File: config.mk
export PLATFORM = sky130hd
export DESIGN_NAME = sprite_update_scheduler
export DESIGN_NICKNAME = d
export VERILOG_FILES = /design/src/rtl/sprite_update_scheduler.sv
export SDC_FILE = /design/constraint.sdc
export NUM_CORES = 1
export LEC_CHECK = 0
export BUFFER_PORTS_ARGS = -buffer_cell sky130_fd_sc_hd__buf_2
export CAP_MARGIN = 20
export CORE_MARGIN = 5
export CORE_UTILIZATION = 60
export DETAILED_ROUTE_END_ITERATION = 12
export HOLD_SLACK_MARGIN = 0.06
export PLACE_DENSITY = 0.86
export SETUP_SLACK_MARGIN = 0.4
export SYNTH_ARGS = -nofsm -noshare
export SYNTH_HDL_FRONTEND = slang
export SYNTH_SLANG_ARGS = --single-unit
File: constraint.sdc
create_clock -name clk -period 3.7 [get_ports clk]
set_input_delay 0.37 -clock clk [delete_from_list [all_inputs] [get_ports clk]]
set_output_delay 0.37 -clock clk [all_outputs]
set_load 0.05 [all_outputs]
File: src/rtl/sprite_update_scheduler.sv
// Queues host sprite-register writes and replays them to the display registers only during vblank.
// Also provides a status/control register, a sticky overflow flag and a once-per-frame tick.
module sprite_update_scheduler #(
  parameter int         DEPTH       = 16,
  parameter int         LVL_W       = 5,
  parameter int         VACTIVE     = 480,
  parameter logic [3:0] STATUS_ADDR = 4'hF
) (
  input  logic        clk,
  input  logic        reset,
  input  logic        chipselect,
  input  logic        write,
  input  logic        read,
  input  logic [3:0]  address,
  input  logic [7:0]  writedata,
  output logic [7:0]  readdata,
  input  logic [10:0] hcount,
  input  logic [9:0]  vcount,
  output logic        disp_we,
  output logic [3:0]  disp_addr,
  output logic [7:0]  disp_data,
  output logic        frame_tick,
  output logic        overflow
);

  localparam int PTR_W = LVL_W - 1;

  typedef enum logic {
    IDLE  = 1'b0,
    DRAIN = 1'b1
  } state_t;

  state_t           state;
  logic [11:0]      mem [DEPTH];
  logic [PTR_W-1:0] rd_ptr;
  logic [PTR_W-1:0] wr_ptr;
  logic [LVL_W-1:0] level;

  logic host_wr;
  logic push_req;
  logic stat_wr;
  logic flush;
  logic ovf_clr;
  logic vblank_start;
  logic in_vblank;
  logic fifo_empty;
  logic fifo_full;
  logic pop;
  logic push;
  logic drop;
  logic [7:0] status_word;

  assign host_wr      = chipselect && write;
  assign push_req     = host_wr && (address != STATUS_ADDR);
  assign stat_wr      = host_wr && (address == STATUS_ADDR);
  assign flush        = stat_wr && writedata[0];
  assign ovf_clr      = stat_wr && writedata[7];
  assign vblank_start = (hcount == 11'd0) && (vcount == 10'(VACTIVE));
  assign in_vblank    = (vcount >= 10'(VACTIVE));
  assign fifo_empty   = (level == '0);
  assign fifo_full    = (level == LVL_W'(DEPTH));

  // A flush wins over the pop; a frame wrap stops draining with the head left in place.
  assign pop  = (state == DRAIN) && !flush && in_vblank && !fifo_empty;
  // When full, a same-cycle pop frees the slot the push lands in.
  assign push = push_req && (!fifo_full || pop);
  assign drop = push_req && !push;

  assign status_word = {overflow, (state == DRAIN), 1'b0, 5'(level)};

  always_ff @(posedge clk) begin
    if (push) begin
      mem[wr_ptr] <= {address, writedata};
    end
  end

  always_ff @(posedge clk or posedge reset) begin
    if (reset) begin
      rd_ptr <= '0;
      wr_ptr <= '0;
      level  <= '0;
    end else if (flush) begin
      rd_ptr <= '0;
      wr_ptr <= '0;
      level  <= '0;
    end else begin
      if (push) begin
        wr_ptr <= wr_ptr + 1'b1;
      end
      if (pop) begin
        rd_ptr <= rd_ptr + 1'b1;
      end
      if (push && !pop) begin
        level <= level + 1'b1;
      end else if (pop && !push) begin
        level <= level - 1'b1;
      end
    end
  end

  always_ff @(posedge clk or posedge reset) begin
    if (reset) begin
      state      <= IDLE;
      disp_we    <= 1'b0;
      disp_addr  <= 4'h0;
      disp_data  <= 8'h00;
      frame_tick <= 1'b0;
      overflow   <= 1'b0;
      readdata   <= 8'h00;
    end else begin
      frame_tick <= vblank_start;
      disp_we    <= pop;
      if (pop) begin
        {disp_addr, disp_data} <= mem[rd_ptr];
      end

      if (drop) begin
        overflow <= 1'b1;
      end else if (ovf_clr) begin
        overflow <= 1'b0;
      end

      if (chipselect && read) begin
        readdata <= (address == STATUS_ADDR) ? status_word : 8'h00;
      end

      case (state)
        IDLE: begin
          if (vblank_start) begin
            state <= DRAIN;
          end
        end
        DRAIN: begin
          if (flush || !in_vblank || fifo_empty) begin
            state <= IDLE;
          end
        end
        default: state <= IDLE;
      endcase
    end
  end

endmodule

---- Word level (Yosys, flattened, before mapping) ----
Memories as Yosys holds them, arrays and structs flattened. A register that Yosys moved wholly into a read port is not among the register bits.
Index checks and enable logic that the tools add are counted.
storage, ports and cells
  flip-flop bits (word level) ............. 25
  latch bits .............................. 0
  RAM bits ................................ 192
  memory bits (read-only) ................. 0
  bits of input ports ..................... 38
  output and inout bits ................... 23
  word-level logic and storage cells ...... 63
  memories kept ........................... 1
cells by class
  add/sub/neg operators ................... 4
  multipliers ............................. 0
  divide/modulo/power cells ............... 0
  magnitude comparators ................... 1
  equal/unequal tests ..................... 4
  shift operators ......................... 0
  mux-type cells .......................... 15
  bitwise gates (word level) .............. 1
  reduce and logical (&&, ||, !) cells .... 29
memories
  name  depth  width  rd ports  clocked after Yosys merged registers in  wr ports  line  source
  mem   16     12     1         1                                        1         34    logic [11:0] mem [DEPTH];
operators with widths
  operator             number
  $mux 4               4
  $mux 5               3
  $logic_and 1x1->1    14
  $logic_not 11->1     1
  $eq 10x9->1 const B  1
  $ge 10x9->1 const B  1
  $add 4x1->4 const B  2
  $mux 8               1
  $logic_not 1->1      6
  $mux 1               6
  $reduce_bool 2->1    3
  $add 5x1->5 const B  1
  $eq 5x5->1 const B   1
  $logic_not 5->1      1
  $sub 5x1->5 const B  1
  $eq 4x4->1 const B   1
  $ne 4x4->1 const B   1
  $logic_or 1x1->1     3
  $reduce_bool 3->1    1
  $pmux 1 s2           1
  $not 1->1            1

---- Depth between registers and ports, before layout ----
  depth in word-level cells ............... 14
  gate-level depth with buffers ........... 9
  depth with buffers taken out ............ 9

---- Worst setup path after synthesis ----
Ideal clock, no wire load.
  path type ............................... register to register
  start ................................... register level[0]
  end ..................................... memory mem[0][0] (enable)
  library setup time ...................... 412 ps
  data arrival time ....................... 2262 ps
  data required time ...................... 3288 ps
  path slack .............................. 1025 ps
  cell stages (with the launch flop) ...... 6
  path buffers ............................ 1
  cell sequence ........................... dfrtp_1 -> nor4_1 -> and2_1 -> a21o_1 -> clkbuf_1 -> nor4_1
on the way
  cells in the longest elaborated chain, start to end .. 7
ends and longest elaborated chain
  what                              line  source
  start, declared                   37    logic [LVL_W-1:0] level;
  start signal, assigned            94    level <= level + 1'b1;
  start signal, assigned            96    level <= level - 1'b1;
  $logic_not 5->1                   60    assign fifo_empty = (level == '0);
  $logic_not 1->1                   64    assign pop = (state == DRAIN) && !flush && in_vblank && !fifo_empty;
  $logic_and 1x1->1                 64
  $logic_or 1x1->1 (*)              66    assign push = push_req && (!fifo_full || pop);
  $logic_and 1x1->1 (*)             66
  $mux 1 (*)                        72    if (push) begin
  $mux 1 (not written as such) (*)  73    mem[wr_ptr] <= {address, writedata};
  end, declared                     34
Mark *: on every way between the ends. The rest lies on a longest branch, timed or not.

---- Worst setup path in the final report ----
  start ................................... register level[0]
  end ..................................... register level[4]
on the way
  cells in the longest elaborated chain, start to end .. 8
ends and longest elaborated chain
  what
  branches (longest 8 deep; another with $sub 5x1->5)
Several ways; the timed one is not identified. The select of a mux whose other input is x is not followed.
A chain may end at the register's enable or synchronous reset.

==> impl_metrics.tcl <==
set metrics [dict create \
    drive_gt1_share_pct 32.7 \
    via_count 4785 \
    synth_edf_count 192 \
    place_hpwl_um 11300 \
    netlist_instances 463 \
    placed_cells 704 \
    die_h_um 134 \
    fin_crit_sh_pct 77.0 \
    ant_nets 0 \
    multiInputGateArea_um2 2440 \
    path_max_fanout 8 \
    seq_area_um2 6670 \
    critPathArrivalTime_ns 3.26 \
    die_w_um 134 \
    hold_viol_final 0 \
    synth_nets 511 \
    fill_cells 910 \
    reg2reg_to "level[4]" \
    yosysSeqAreaShare_pct 72.0 \
    drt_wl_total_um 19800 \
    final_nets 591 \
    drt_iter0_drc 470 \
    reg2reg_from "level[0]" \
    holdWs_ns 0.126 \
    ir_drop_mv 0.515 \
    grt_pass1_wl_um 30000 \
    rsz0062_at_grt "false" \
    fin_setup_tns_ns 0 \
    io-pin-count 61 \
    ys_ff_latch 228 \
    fin_area_um2 10600 \
    io_buffers 59 \
    endpoint "level[4]" \
    grt_pass1_vias 4956 \
    drc 0 \
    pwr-share-comb_pct 9.2 \
    track_usage_pct 22.7 \
    cts_tree "yes" \
    switchingPower_mw 1.39 \
    status "complete, no violations" \
    overflow 0 \
    async_flop_share_pct 15.8 \
    end_kind "flop" \
    postPlaceCellArea_um2 9830 \
    cts-root-buf "clkbuf_16" \
    vias_per_cell 6.42 \
    r2r_slack_ns 0.85 \
    critPathKind "reg -> reg" \
    h-tree-depth 1 \
    setup_violations 0 \
    finalMaxSlewViolations 0 \
    timing.final.crit_period_ns 2.85 \
    cts_resized 0 \
    yosysUniqueCellTypes 45 \
    finClkSkew_ns 0.0203 \
    p_int_mw 4.55 \
    fp.coreArea_um2 15100 \
    tightestPinTransition_ns 1.06 \
    hold_path_class "in -> reg" \
    ff2ff_path_depth 9 \
    stdcell_count 745 \
    avgSynthCellArea_um2 20.0 \
    synthFlopType "edfxtp_1" \
    clockPowerShare_pct 39.4 \
    worstSetupStartpointType "flop" \
    yosysWarnings 0 \
    die_area_um2 18000 \
    clkLatencyLatePin_ns 0.50 \
    wl_per_cell_um 26.5 \
    switching_share_pct 23.4 \
    required_ns 4.11 \
    n_antenna_cell 0 \
    slew_headroom_pct 29.3 \
    startpoint "level[0]" \
    drv_cap 0 \
    antenna_found_initial 0 \
    power_density_nw_per_um2 560 \
    p_leak_nw 3.71 \
    rows 45 \
    initial_core_util_pct 61.1 \
    areaGrowthSynthToFinish_pct 14.8 \
    cts_sinks 228 \
    clkTransAtPathRegs_ns 0.06 \
    cts_inserted_buffers 23 \
    clockBufferDepth 3 \
    syn_area_um2 9250 \
    drtPass1Iterations 5 \
    max_clock_freq_ghz 0.351 \
    p_seq_share_pct 51.5 \
    fin_util_pct 70.1 \
    grt_max_degree 29 \
    place_congestion 0.856 \
]
-- sequential cells by signal, indices dropped and copies added, names as in the netlist --
signal,flops
mem,192
level,5
wr_ptr,4
rd_ptr,4
frame_tick,1
disp_we,1
state,1
disp_addr,4
disp_data,8
overflow,1
readdata,7
-- per-stage QoR --
step | worst slack, ns | total power [mW]
after global routing | 0.616 | 6.17
after CTS | 0.850 | 5.97
after detailed placement | 0.857 | 3.64
after global placement | 0.930 | 3.59
final | 0.852 | 5.95
after floorplan | 1.03 | 3.43
-- power groups by stage --
stage | logic (mW) | registers [mW] | clock network [mW]
floorplan | 0.344 | 3.08 | 0
global placement | 0.501 | 3.09 | 0
detailed placement | 0.530 | 3.11 | 0
CTS | 0.541 | 3.06 | 2.37
global route | 0.598 | 3.08 | 2.49
finish | 0.547 | 3.06 | 2.34
-- per-layer routing --
layer	GRT usage (%)	vias to the layer above	routed length [um]
met3	5.81	46	2180
met2	38.0	274	9770
met5	0	-	0
met4	6.00	0	581
li1	-	2040	-
met1	30.2	2425	7220
-- worst min-delay path by stage --
| stage | from | end | cells past startpoint |
|---|---|---|---|
| floorplan | writedata[0] | mem[0][0] | 0 |
| global placement | readdata[7] | readdata[7] | 2 |
| detailed placement | readdata[3] | readdata[3] | 2 |
| CTS | vcount[0] | frame_tick | 4 |
| global route | vcount[0] | frame_tick | 4 |
| finish | vcount[0] | frame_tick | 4 |
-- synth_stat cells, types with 2 or more instances --
master,number,area (um2)
inv_1,7,26.3
buf_2,2,10.0
buf_6,6,67.6
xnor2_1,5,43.8
buf_4,2,15.0
o21ai_0,13,65.1
nand3_1,5,25.0
edfxtp_1,192,5770
ha_1,9,113
nor3b_1,3,22.5
nand2_1,26,97.6
o31ai_1,3,22.5
dfrtp_1,36,901
mux4_1,14,368
nor4_1,8,50.1
mux2_4,11,165
clkbuf_1,13,48.8
a21oi_1,7,35.0
or3_1,3,18.8
a21o_1,4,30.0
and2_1,11,68.8
nor2_1,12,45.0
mux4_2,46,1040
nor3_1,3,15.0
nand4_1,2,12.5
-- timing repair --
item / in CTS / in global routing
endpoints found under the hold margin: 0 / 9
hold buffers: 0 / 1
setup endpoints to repair: 0 / 0
setup buffers: 0 / 0
-- cell families (layout without fill, tap and decap cells) --
| kind of cell | count (synthesis) | in the layout | share of synthesized area [%] |
|---|---|---|---|
| muxes | 73 | 73 | 17.2 |
| buffers and inverters | 32 | 126 | 1.89 |
| AOI/OAI and AO/OA | 35 | 35 | 2.57 |
| xor gates and xnor gates | 6 | 6 | 0.568 |
| adders and majority gates | 10 | 10 | 1.43 |
| and+or+nand+nor | 78 | 78 | 4.27 |
| DFF | 228 | 228 | 72.0 |
| other | 1 | 1 | 0.0405 |
-- area by class of cell --
class | count | area share, %
flip-flops and latches | 228 | 62.8
well taps | 188 | 2.22
multi-input cells | 203 | 23.0
repair buffers | 79 | 4.64
inverters | 8 | 0.283
clock inverters | 15 | 1.65
clock buffers | 24 | 5.46
-- placed cells by master, fill, tap and decap left out, types with 4 or more instances in the layout --
cell type and n:
and2_1 11, nand2_1 26, buf_2 59, bufinv_16 4, nor4_1 4, inv_1 7, a21oi_1 7, nor4_2 4
a21o_1 4, ha_1 9, clkinv_2 7, o21ai_0 13, buf_4 16, nand3_1 5, xnor2_1 5, dfrtp_1 34
edfxtp_1 192, clkbuf_16 23, mux4_2 46, mux2_4 11, nor2_1 12, mux4_1 14
-- worst max-delay path, stage by stage (launching register included) --
cell,delay (ns)
dfrtp_1,0.48
o41a_1,0.45
a22o_1,0.21
or2_2,0.34
fa_1,0.42
a21o_1,0.19
a21oi_1,0.16
o21ai_0,0.14
a21o_1,0.18
o31ai_1,0.19
Power figures use the tool's default switching activity.
